--- config.mk ---
export PLATFORM = sky130hd
export DESIGN_NAME = ysyx_22040759_idu_pipe
export DESIGN_NICKNAME = d
export VERILOG_FILES = /design/src/rtl/ysyx_22040759_idu_pipe.sv
export SDC_FILE = /design/constraint.sdc
export NUM_CORES = 1
export LEC_CHECK = 0
export CAP_MARGIN = 0
export CORE_UTILIZATION = 46
export CTS_BUF_LIST = sky130_fd_sc_hd__clkbuf_2
export CTS_CLUSTER_SIZE = 10
export DETAILED_ROUTE_END_ITERATION = 8
export PLACE_DENSITY = 0.87
export SLEW_MARGIN = 20
export SYNTH_ARGS = -nofsm -noshare
export SYNTH_HDL_FRONTEND = slang
export SYNTH_SLANG_ARGS = --single-unit
--- constraint.sdc ---
create_clock -name clk -period 10.7 [get_ports clk]
set_clock_uncertainty 0.2 [all_clocks]
set_input_delay 2.14 -clock clk [delete_from_list [all_inputs] [get_ports clk]]
set_output_delay 2.14 -clock clk [all_outputs]
set_load 0.02 [all_outputs]
--- src/rtl/ysyx_22040759_idu_pipe.sv ---
`default_nettype none
// ============================================================================
// Module      : ysyx_22040759_idu_pipe
// Description : Single-entry decode stage. Decodes an RV subset (addi, auipc,
//               lui, jal, jalr, beq, bne, load, store, add, sub, ebreak) into
//               a registered control bundle with valid/ready handshakes on
//               both sides, a flush input and a RUN/HALT state entered on
//               ebreak and left on resume.
// Revision    : 1.0 - initial release
// ============================================================================
module ysyx_22040759_idu_pipe #(
    parameter int XLEN     = 64,
    parameter int FLUSH_EN = 1
) (
    input  logic            clk,
    input  logic            rst,
    input  logic            in_valid,
    output logic            in_ready,
    input  logic [31:0]     inst,
    input  logic [XLEN-1:0] pc,
    input  logic            flush,
    input  logic            resume,
    output logic            out_valid,
    input  logic            out_ready,
    output logic [XLEN-1:0] out_pc,
    output logic [XLEN-1:0] out_imm,
    output logic [4:0]      out_rs1,
    output logic [4:0]      out_rs2,
    output logic [4:0]      out_rd,
    output logic [2:0]      imm_sel,
    output logic [2:0]      alu_sel,
    output logic [1:0]      alu_a_sel,
    output logic [1:0]      alu_b_sel,
    output logic [1:0]      pc_sel,
    output logic [1:0]      wreg_sel,
    output logic            reg_wen,
    output logic            mem_wen,
    output logic            mem_ren,
    output logic            illegal,
    output logic            ebreak
);

    // Field encodings of the bundle
    localparam logic [2:0] IMM_NONE = 3'd0;
    localparam logic [2:0] IMM_I    = 3'd1;
    localparam logic [2:0] IMM_U    = 3'd2;
    localparam logic [2:0] IMM_J    = 3'd3;
    localparam logic [2:0] IMM_S    = 3'd4;
    localparam logic [2:0] IMM_B    = 3'd5;

    localparam logic [2:0] ALU_ADD  = 3'd0;
    localparam logic [2:0] ALU_SUB  = 3'd1;
    localparam logic [2:0] ALU_EQ   = 3'd2;
    localparam logic [2:0] ALU_NE   = 3'd3;

    localparam logic [1:0] A_REG    = 2'd0;
    localparam logic [1:0] A_PC     = 2'd1;
    localparam logic [1:0] A_ZERO   = 2'd2;
    localparam logic [1:0] B_REG    = 2'd0;
    localparam logic [1:0] B_IMM    = 2'd1;

    localparam logic [1:0] PC_SEQ   = 2'd0;
    localparam logic [1:0] PC_ALU   = 2'd1;
    localparam logic [1:0] PC_BR    = 2'd2;

    localparam logic [1:0] WB_ALU   = 2'd0;
    localparam logic [1:0] WB_PC4   = 2'd1;
    localparam logic [1:0] WB_MEM   = 2'd2;

    // Opcodes
    localparam logic [6:0] OP_IMM   = 7'b0010011;
    localparam logic [6:0] OP_AUIPC = 7'b0010111;
    localparam logic [6:0] OP_LUI   = 7'b0110111;
    localparam logic [6:0] OP_JAL   = 7'b1101111;
    localparam logic [6:0] OP_JALR  = 7'b1100111;
    localparam logic [6:0] OP_BR    = 7'b1100011;
    localparam logic [6:0] OP_LOAD  = 7'b0000011;
    localparam logic [6:0] OP_STORE = 7'b0100011;
    localparam logic [6:0] OP_REG   = 7'b0110011;
    localparam logic [31:0] INST_EBREAK = 32'h0010_0073;

    // Native-width load/store: ld/sd on RV64, lw/sw on RV32
    localparam logic [2:0] LS_F3 = (XLEN == 64) ? 3'b011 : 3'b010;

    typedef enum logic [0:0] {
        ST_RUN  = 1'b0,
        ST_HALT = 1'b1
    } state_t;

    typedef struct packed {
        logic [XLEN-1:0] pc;
        logic [XLEN-1:0] imm;
        logic [4:0]      rs1;
        logic [4:0]      rs2;
        logic [4:0]      rd;
        logic [2:0]      imm_sel;
        logic [2:0]      alu_sel;
        logic [1:0]      alu_a_sel;
        logic [1:0]      alu_b_sel;
        logic [1:0]      pc_sel;
        logic [1:0]      wreg_sel;
        logic            reg_wen;
        logic            mem_wen;
        logic            mem_ren;
        logic            illegal;
        logic            ebreak;
    } bundle_t;

    state_t  state_q, state_d;
    logic    out_valid_q, out_valid_d;
    bundle_t bundle_q, bundle_d;
    bundle_t dec;

    logic    flush_w;
    logic    accept_w;

    logic [6:0] opcode_w;
    logic [2:0] funct3_w;
    logic [6:0] funct7_w;

    logic [XLEN-1:0] imm_i_w;
    logic [XLEN-1:0] imm_u_w;
    logic [XLEN-1:0] imm_j_w;
    logic [XLEN-1:0] imm_s_w;
    logic [XLEN-1:0] imm_b_w;

    // With flush support compiled out the stage never discards work
    if (FLUSH_EN != 0) begin : g_flush_en
        assign flush_w = flush;
    end else begin : g_flush_off
        assign flush_w = 1'b0;
    end

    assign opcode_w = inst[6:0];
    assign funct3_w = inst[14:12];
    assign funct7_w = inst[31:25];

    // All immediates are sign-extended from inst[31] straight to XLEN
    assign imm_i_w = {{(XLEN-11){inst[31]}}, inst[30:20]};
    assign imm_u_w = {{(XLEN-31){inst[31]}}, inst[30:12], 12'b0};
    assign imm_j_w = {{(XLEN-20){inst[31]}}, inst[19:12], inst[20], inst[30:21], 1'b0};
    assign imm_s_w = {{(XLEN-11){inst[31]}}, inst[30:25], inst[11:7]};
    assign imm_b_w = {{(XLEN-12){inst[31]}}, inst[7], inst[30:25], inst[11:8], 1'b0};

    assign in_ready = (state_q == ST_RUN) && (!out_valid_q || out_ready);
    assign accept_w = in_valid && in_ready && !flush_w;

    // Decode the incoming word; anything not recognised stays illegal with all controls zero
    always_comb begin
        dec         = '0;
        dec.pc      = pc;
        dec.rs1     = inst[19:15];
        dec.rs2     = inst[24:20];
        dec.rd      = inst[11:7];
        dec.illegal = 1'b1;
        if (inst == INST_EBREAK) begin
            dec.illegal = 1'b0;
            dec.ebreak  = 1'b1;
            dec.rd      = 5'd0;
        end else begin
            case (opcode_w)
                OP_IMM: if (funct3_w == 3'b000) begin
                    dec.illegal = 1'b0; dec.imm_sel = IMM_I;
                    dec.alu_b_sel = B_IMM; dec.reg_wen = 1'b1;
                end
                OP_AUIPC: begin
                    dec.illegal = 1'b0; dec.imm_sel = IMM_U;
                    dec.alu_a_sel = A_PC; dec.alu_b_sel = B_IMM; dec.reg_wen = 1'b1;
                end
                OP_LUI: begin
                    dec.illegal = 1'b0; dec.imm_sel = IMM_U;
                    dec.alu_a_sel = A_ZERO; dec.alu_b_sel = B_IMM; dec.reg_wen = 1'b1;
                end
                OP_JAL: begin
                    dec.illegal = 1'b0; dec.imm_sel = IMM_J;
                    dec.alu_a_sel = A_PC; dec.alu_b_sel = B_IMM;
                    dec.pc_sel = PC_ALU; dec.wreg_sel = WB_PC4; dec.reg_wen = 1'b1;
                end
                OP_JALR: if (funct3_w == 3'b000) begin
                    dec.illegal = 1'b0; dec.imm_sel = IMM_I;
                    dec.alu_a_sel = A_REG; dec.alu_b_sel = B_IMM;
                    dec.pc_sel = PC_ALU; dec.wreg_sel = WB_PC4; dec.reg_wen = 1'b1;
                end
                OP_BR: if (funct3_w == 3'b000 || funct3_w == 3'b001) begin
                    dec.illegal = 1'b0; dec.imm_sel = IMM_B;
                    dec.alu_sel = (funct3_w == 3'b000) ? ALU_EQ : ALU_NE;
                    dec.alu_b_sel = B_REG; dec.pc_sel = PC_BR; dec.rd = 5'd0;
                end
                OP_LOAD: if (funct3_w == LS_F3) begin
                    dec.illegal = 1'b0; dec.imm_sel = IMM_I;
                    dec.alu_b_sel = B_IMM; dec.mem_ren = 1'b1;
                    dec.wreg_sel = WB_MEM; dec.reg_wen = 1'b1;
                end
                OP_STORE: if (funct3_w == LS_F3) begin
                    dec.illegal = 1'b0; dec.imm_sel = IMM_S;
                    dec.alu_b_sel = B_IMM; dec.mem_wen = 1'b1; dec.rd = 5'd0;
                end
                OP_REG: if (funct3_w == 3'b000 &&
                            (funct7_w == 7'b0000000 || funct7_w == 7'b0100000)) begin
                    dec.illegal = 1'b0;
                    dec.alu_sel = (funct7_w == 7'b0100000) ? ALU_SUB : ALU_ADD;
                    dec.alu_b_sel = B_REG; dec.reg_wen = 1'b1;
                end
                default: ;
            endcase
        end
        case (dec.imm_sel)
            IMM_I:   dec.imm = imm_i_w;
            IMM_U:   dec.imm = imm_u_w;
            IMM_J:   dec.imm = imm_j_w;
            IMM_S:   dec.imm = imm_s_w;
            IMM_B:   dec.imm = imm_b_w;
            default: dec.imm = '0;
        endcase
    end

    // Next state: flush beats a transfer, a transfer beats a plain drain
    always_comb begin
        state_d     = state_q;
        out_valid_d = out_valid_q;
        bundle_d    = bundle_q;
        if (flush_w) begin
            out_valid_d = 1'b0;
        end else if (accept_w) begin
            bundle_d    = dec;
            out_valid_d = 1'b1;
        end else if (out_valid_q && out_ready) begin
            out_valid_d = 1'b0;
        end
        case (state_q)
            ST_RUN:  if (accept_w && dec.ebreak) state_d = ST_HALT;
            ST_HALT: if (resume)                 state_d = ST_RUN;
            default: state_d = ST_RUN;
        endcase
    end

    // State, valid and bundle registers, all cleared asynchronously
    always_ff @(posedge clk or posedge rst) begin
        if (rst) begin
            state_q     <= ST_RUN;
            out_valid_q <= 1'b0;
            bundle_q    <= '0;
        end else begin
            state_q     <= state_d;
            out_valid_q <= out_valid_d;
            bundle_q    <= bundle_d;
        end
    end

    assign out_valid = out_valid_q;
    assign out_pc    = bundle_q.pc;
    assign out_imm   = bundle_q.imm;
    assign out_rs1   = bundle_q.rs1;
    assign out_rs2   = bundle_q.rs2;
    assign out_rd    = bundle_q.rd;
    assign imm_sel   = bundle_q.imm_sel;
    assign alu_sel   = bundle_q.alu_sel;
    assign alu_a_sel = bundle_q.alu_a_sel;
    assign alu_b_sel = bundle_q.alu_b_sel;
    assign pc_sel    = bundle_q.pc_sel;
    assign wreg_sel  = bundle_q.wreg_sel;
    assign reg_wen   = bundle_q.reg_wen;
    assign mem_wen   = bundle_q.mem_wen;
    assign mem_ren   = bundle_q.mem_ren;
    assign illegal   = bundle_q.illegal;
    assign ebreak    = bundle_q.ebreak;

endmodule
`default_nettype wire
# --- Yosys cells after proc, flatten, opt, wreduce, memory -nomap -nowiden ---
# Cells that the tools add are included.
totals:
  ff_bits: 164
  out_inout_bits: 164
op_classes:
  n_reduce_logical: 20
  eq_ne: 18
  n_bitwise: 2
  n_mux: 42
ops:
  columns: ["cell", "n"]
  rows:
  - ["one-hot mux 64 bit (5 select lines)", 1]
  - ["equality test 32 x 21 -> 1 bit (second input constant)", 1]
  - ["equality test 7 x 6 -> 1 bit (second input constant)", 4]
  - ["two-way mux 1 bit", 23]
  - ["equality test 7 bit (second input constant)", 3]
  - ["one-hot mux 2 bit (3 select lines)", 3]
  - ["one-hot mux 3 bit (6 select lines)", 1]
  - ["two-way mux 17 bit", 1]
  - ["equality test 7 x 5 -> 1 bit (second input constant)", 2]
  - ["two-way mux 11 bit", 1]
  - ["one-hot mux 2 bit (5 select lines)", 1]
  - ["one-hot mux 5 bit (2 select lines)", 1]
  - ["equality test 3 x 2 -> 1 bit (second input constant)", 3]
  - ["two-way mux 8 bit", 1]
  - ["OR reduction 2 bit", 4]
  - ["equality test 7 x 2 -> 1 bit (second input constant)", 1]
  - ["logical NOT 7 bit", 1]
  - ["equality test 3 x 1 -> 1 bit (second input constant)", 2]
  - ["equality test 3 bit (second input constant)", 2]
  - ["logical AND 1 bit", 6]
  - ["two-way mux 6 bit", 1]
  - ["one-hot mux 1 bit (6 select lines)", 1]
  - ["one-hot mux 3 bit (2 select lines)", 1]
  - ["two-way mux 5 bit", 1]
  - ["other kinds (11)", 16]

# --- Logic depth before layout (Yosys ltp) ---
# Gate-level depths: netlist (run 1).
depth:
  word_depth: 8
  depth_mapped: 7
  mapped_depth_nobuf: 5

# --- Least setup slack after synthesis (run 1) ---
# OpenSTA, ideal clock, no wires.
synth_timing:
  kind: "input-to-output"
  startpoint: "input port out_ready"
  endpoint: "output port in_ready"
  n_path_buf: 0
  arrival_time_ps: 2499
  slack_ps: 5861
  required_time_ps: 8360
  stages: 2
  path_cell_list: "nor2b_1 > nor2_1"
synth_via:
  elab_chain_len: 2
synth_lines:
  columns: ["element", "line", "rtl"]
  rows:
  - ["from (decl)", "24", "input logic out_ready,"]
  - ["logical OR 1 bit", "145", "assign in_ready = (state_q == ST_RUN) && (!out_valid_q || out_ready);"]
  - ["logical AND 1 bit", "145", null]
  - ["to (decl)", "18", "output logic in_ready,"]
# Every way passes these cells.

# --- Worst setup path in the final report (run 1) ---
# Ends and elaborated chain as after synthesis.

==> flow_metrics.env, run 1 <==
export IMPL_status="complete, no violations"
export IMPL_max_freq_ghz=0.173
export IMPL_drive_gt1_share_pct=5.44
export IMPL_cap_violations=0
export IMPL_wl_per_cell_um=16.9
export IMPL_utilization_pct=69.8
export IMPL_dp_hpwl_um=12500
export IMPL_synth_top_area_share_pct=57.1
export IMPL_rr_worst_depth=7
export IMPL_n_antenna_cell=0
export IMPL_synth_edf_count=0
export IMPL_rrSetupSlack_ns=7.59
export IMPL_cts_tree="yes"
export IMPL_rows=40
export IMPL_slowest_stage="clkdlybuf4s50_1"
export IMPL_dp_cells=982
export IMPL_final_cell_mix="clkdlybuf4s50_1, nand2_1, dfrtp_1, nand3_1, clkbuf_2"
export IMPL_cp_end_kind="primary output"
export IMPL_finalNonFillerCells=1014
export IMPL_syn_area_um2=5690
export IMPL_dpl_cell_area_um2=8190
export IMPL_grt_usage_pct=27.5
export IMPL_grt_max_degree=92
export IMPL_cts_setup_buffers=0
export IMPL_cts_sinks=130
export IMPL_holdWs_ns=0.292
export IMPL_ys_seq_elements=130
export IMPL_syn_to_final_growth_pct=47.9
export IMPL_cts_root_buf="clkbuf_2"
export IMPL_antenna_left=0
export IMPL_dr_total_vias=5205
export IMPL_crit_path_cell_trace="clkdlybuf4s50_1 > nor2b_1 > nor2_1 > clkdlybuf4s50_1"
export IMPL_cts_resized=0
export IMPL_rsz0062_at_grt="no"
export IMPL_worstSetupPathType="in -> out"
export IMPL_dieArea_um2=12800
export IMPL_ys_warn_count=0
export IMPL_ys_dominant_reg_cell="dfrtp_1"
export IMPL_drt_wl_total_um=17100
export IMPL_numCtsBuffers=17
export IMPL_crit_path_max_fanout=3
export IMPL_hold_viol=0
export IMPL_syn_area_per_cell_um2=9.27
export IMPL_path_buf_inv=2
export IMPL_slew_headroom_pct=31.6
export IMPL_fin_area_um2=8420
export IMPL_finalMaxSlewViolations=0
export IMPL_hold_class="reg -> reg"
export IMPL_core_um2=12100
export IMPL_grt_pass1_wl_um=26900
export IMPL_clk_pin_slew_ns=0.16
export IMPL_hold_buffers=0
export IMPL_async_flop_share_pct=100
export IMPL_worstSkewPairLatency_ns=0.68
export IMPL_hold_path_end="out_pc[7]"
export IMPL_p_total_mw=1.15
export IMPL_worstPathRequired_ns=8.36
export IMPL_io_pins=266
export IMPL_final_common_cell="clkdlybuf4s50_1"
export IMPL_io_buffers=263
export IMPL_routabilityCongestion=0.856
export IMPL_drtPass1Iterations=4
export IMPL_antenna_found_initial=0
export IMPL_grt_pass1_vias=5166
export IMPL_worst_ep_arrival_time_ns=3.44
export IMPL_startpoint="out_ready"
export IMPL_htree_levels=4
export IMPL_cpMostUsedCell="clkdlybuf4s50_1"
export IMPL_drc_errors=0
export IMPL_finalSetupViolations=0
export IMPL_period_needed_ns=5.78
export IMPL_startpoint_type="input pin"
export IMPL_viasPerCell=5.13
export IMPL_grt_remaining_overflow=0
export IMPL_min_path_cells=2
export IMPL_fin_crit_sh_pct=54.0
export IMPL_die_h_um=113
export IMPL_dp_slack_ns=4.91
export IMPL_dieWidth_um=113
export IMPL_nNetsFinal=935
export IMPL_crit_reg2reg_capture="out_imm[21]"
export IMPL_clockBufferDepth=2
export IMPL_yosysUniqueCellTypes=47
export IMPL_cellPowerDensity_nw_per_um2=137
export IMPL_synth_largest_area_cell="dfrtp_1"
export IMPL_tightest_slew_ns=1.02
export IMPL_total_leakage_power_nw=3.89
export IMPL_synth_seq_area_share_pct=57.1
export IMPL_synth_area_top_cells="dfrtp_1, nand2_1, buf_4"
export IMPL_fin_ws_ns=4.92
export IMPL_slowest_delay_ns=0.62
export IMPL_synth_cells=614
export IMPL_hold_path_startpoint="out_pc[7]"
export IMPL_worst_ir_drop_vdd_mv=0.0680
export IMPL_start_util_pct=47.2
export IMPL_fin_setup_tns_ns=0
export IMPL_first_iter_violations=321
export IMPL_crit_family="buffers and inverters"
export IMPL_r2r_start="out_valid"
[per-layer routing]
| layer | vias up | routed length (um) | track usage [%] |
|---|---|---|---|
| met1 | 2488 | 6840 | 32.2 |
| met4 | 0 | 512 | 12.6 |
| met5 | - | 0 | 0 |
| met3 | 41 | 1360 | 9.05 |
| met2 | 221 | 8380 | 45.8 |
| li1 | 2455 | - | - |
[worst reg2reg max path, stage by stage, from the launching register on]
cell	delay [ns]
dfrtp_1	0.38
nor2b_1	0.27
nor2_1	0.09
nand3b_1	0.09
buf_4	0.51
buf_4	0.72
nor2_1	0.38
a221o_1	0.37
[kinds of logic (layout without fill, tap and decap cells)]
family	Yosys count	after routing	share of synthesized area, %
DFF	130	130	57.1
and+or+nand+nor	340	340	25.6
AOI/OAI and AO/OA	70	70	10.0
buffers and inverters	73	304	7.23
other	1	2	0.0659
[Yosys cell counts (2+ instances only)]
library cell,instances
nand2_1,258
dfrtp_1,130
buf_4,36
clkbuf_1,24
nand3_1,20
nor2_1,15
a22o_1,14
o21ai_0,14
a221o_1,12
nor3_1,7
buf_1,6
nor4_1,6
a31oi_1,5
inv_1,5
nand3b_1,5
a21o_1,4
a21oi_1,4
and2_1,4
nand4b_1,3
nor4b_1,3
or3_1,3
a2111oi_0,2
a211oi_1,2
a32o_1,2
a32oi_1,2
buf_2,2
nand2b_1,2
nor2_2,2
nor2b_1,2
or2_2,2
or4_1,2
[registers in the layout (all words and copies together), names as in the netlist, 2 cells and up]
name,cells
alu_sel,2
imm_sel,3
out_rs1,5
out_pc,64
pc_sel,2
wreg_sel,2
out_imm,32
alu_a_sel,2
out_rs2,5
out_rd,5
[layout make-up]
| class | count | area [um2] |
|---|---|---|
| Multi-Input combinational cell | 412 | 2050 |
| Tap cell | 168 | 210 |
| Clock buffer | 20 | 100 |
| Sequential cell | 130 | 3250 |
| Timing Repair Buffer | 267 | 2670 |
| Clock inverter | 12 | 116 |
| Fill cell | 904 | 3640 |
| Inverter | 5 | 23.8 |
[where the power goes]
part / switching [mW] / internal [mW] / leakage, nW
sequential: 0.0272 / 0.539 / 1.68
combinational: 0.159 / 0.143 / 2.07
clock: 0.177 / 0.106 / 0.138
total: 0.363 / 0.789 / 3.89
[how the worst max path moves through the flow]
stage / endpoint / slack [ns] / cells after the start
floorplan: alu_a_sel[0] / 4.89 / 1
finish: in_ready / 4.92 / 4
detailed placement: in_ready / 4.91 / 4
global route: in_ready / 4.88 / 4
CTS: in_ready / 4.91 / 4
global placement: in_ready / 4.94 / 4
(Power assumes the default switching activity.)
==> inputs of run 2 (changes only) <==
--- a/config.mk
+++ b/config.mk
@@ -6,11 +6,11 @@
 export NUM_CORES = 1
 export LEC_CHECK = 0
 export CAP_MARGIN = 0
-export CORE_UTILIZATION = 46
+export CORE_UTILIZATION = 43
 export CTS_BUF_LIST = sky130_fd_sc_hd__clkbuf_2
 export CTS_CLUSTER_SIZE = 10
 export DETAILED_ROUTE_END_ITERATION = 8
-export PLACE_DENSITY = 0.87
+export PLACE_DENSITY = 0.82
 export SLEW_MARGIN = 20
 export SYNTH_ARGS = -nofsm -noshare
 export SYNTH_HDL_FRONTEND = slang
==> constraint.sdc (replaced) <==
create_clock -name clk -period 5.78 [get_ports clk]
set_clock_uncertainty 0.2 [all_clocks]
set_input_delay 1.156 -clock clk [delete_from_list [all_inputs] [get_ports clk]]
set_output_delay 1.156 -clock clk [all_outputs]
set_load 0.02 [all_outputs]
==> run 2 against run 1 <==
Compared with the run above: sequential power is 86% higher; first-iteration DRC count is 4.4% higher; clock power grew 140%; die area up 6.9%; non-clock buffer count up 1; routed wire length down 0.18%.
==> flow_metrics.env, run 2 (synthesis gave the netlist of run 1 again) <==
export IMPL_hold_buffers=0
export IMPL_io_pins=266
export IMPL_worstSkewPairLatency_ns=0.68
export IMPL_drc_errors=0
export IMPL_start_util_pct=44.6
export IMPL_io_buffers=263
export IMPL_worst_ep_arrival_time_ns=2.47
export IMPL_antenna_left=0
export IMPL_cts_setup_buffers=0
export IMPL_fin_crit_sh_pct=66.2
export IMPL_final_common_cell="clkdlybuf4s50_1"
export IMPL_crit_path_max_fanout=3
export IMPL_startpoint_type="input pin"
export IMPL_dp_hpwl_um=12300
export IMPL_worstSetupPathType="in -> out"
export IMPL_clockBufferDepth=2
export IMPL_nNetsFinal=936
export IMPL_period_needed_ns=3.83
export IMPL_slew_headroom_pct=33.5
export IMPL_cts_root_buf="clkbuf_2"
export IMPL_cp_depth=4
export IMPL_startpoint="out_ready"
export IMPL_dieWidth_um=117
export IMPL_final_cell_mix="clkdlybuf4s50_1, nand2_1, dfrtp_1, nand3_1, clkbuf_2"
export IMPL_grt_remaining_overflow=0
export IMPL_viasPerCell=5.09
export IMPL_worstPathRequired_ns=4.42
export IMPL_rsz0062_at_grt="no"
export IMPL_finalMaxSlewViolations=0
export IMPL_r2r_start="out_valid"
export IMPL_hold_path_startpoint="out_pc[49]"
export IMPL_grt_max_degree=94
export IMPL_antenna_found_initial=0
export IMPL_die_h_um=117
export IMPL_tightest_slew_ns=0.995
export IMPL_cellPowerDensity_nw_per_um2=267
export IMPL_first_iter_violations=335
export IMPL_grt_usage_pct=25.0
export IMPL_cap_violations=0
export IMPL_max_freq_ghz=0.261
export IMPL_hold_class="reg -> reg"
export IMPL_core_um2=12800
export IMPL_holdWs_ns=0.296
export IMPL_routabilityCongestion=0.816
export IMPL_slowest_stage="clkdlybuf4s50_1"
export IMPL_grt_pass1_wl_um=25800
export IMPL_hold_viol=0
export IMPL_fin_setup_tns_ns=0
export IMPL_cp_end_kind="primary output"
export IMPL_dieArea_um2=13700
export IMPL_cts_sinks=130
export IMPL_crit_family="buffers and inverters"
export IMPL_syn_to_final_growth_pct=49.5
export IMPL_utilization_pct=66.6
export IMPL_finalSetupViolations=0
export IMPL_wl_per_cell_um=16.7
export IMPL_p_total_mw=2.27
export IMPL_path_buf_inv=2
export IMPL_numCtsBuffers=17
export IMPL_min_path_cells=2
export IMPL_total_leakage_power_nw=3.93
export IMPL_rows=41
export IMPL_rr_worst_depth=6
export IMPL_n_antenna_cell=0
export IMPL_nFillCells=975
export IMPL_drt_wl_total_um=17100
export IMPL_drive_gt1_share_pct=5.55
export IMPL_grt_pass1_vias=4904
export IMPL_largest_register_ffs=64
export IMPL_status="complete, no violations"
export IMPL_htree_levels=4
export IMPL_cts_tree="yes"
export IMPL_drtPass1Iterations=4
export IMPL_crit_path_cell_trace="clkdlybuf4s50_1 > nor2b_1 > nor2_1 > clkdlybuf4s50_1"
export IMPL_worst_ir_drop_vdd_mv=0.248
export IMPL_dr_total_vias=5188
export IMPL_clk_pin_slew_ns=0.17
export IMPL_cts_resized=0
export IMPL_slowest_delay_ns=0.65
export IMPL_cpMostUsedCell="clkdlybuf4s50_1"
[run 2: final cells by class]
cell class | count | area (um2) | area share, %
clock inverter | 15 | 214 | 2.51
timing repair buffer | 268 | 2670 | 31.4
sequential | 130 | 3250 | 38.2
clock buffer | 17 | 85.1 | 1.00
inverter | 5 | 23.8 | 0.279
tap | 172 | 215 | 2.53
multi-input combinational | 412 | 2050 | 24.1
[run 2: routing by layer]
metal  vias up  part of all wire, %  global-route usage, %
li1       2463                    -                      -
met1      2474                   41                   30.9
met2       223                   49                   41.7
met3        28                  7.8                   6.80
met4         0                  2.1                   9.70
met5         -                    0                      0
[run 2: path summary, 6_finish.rpt]
path / slack, ns / end
setup / recovery: 1.95 / in_ready
hold / removal: 0.30 / out_pc[49]
setup reg to reg: 3.23 / out_imm[26]
min in group asynchronous: 0.78 / out_imm[62]
hold reg to reg: 0.30 / out_pc[49]
max in group asynchronous: 3.59 / out_pc[6]
[run 2: worst min-delay path, cell delays in order (launching register included)]
cell and delay, ns:
dfrtp_1 0.38, nand2_1 0.05, nand2_1 0.06
[run 2: report_power, final]
group / switching, mW / internal [mW] / leakage (nW)
Combinational: 0.293 / 0.265 / 2.07
Clock: 0.343 / 0.325 / 0.169
Sequential: 0.0491 / 0.998 / 1.68
[run 2: stage by stage]
stage | area [um2] | setup slack, ns | std cells
after floorplan | 5700 | 0.955 | 615
after global placement | 8210 | 1.47 | 987
after detailed placement | 8210 | 1.36 | 987
after CTS | 8510 | 1.87 | 1019
after global routing | 8510 | 1.79 | 1019
final | 8510 | 1.95 | 1019
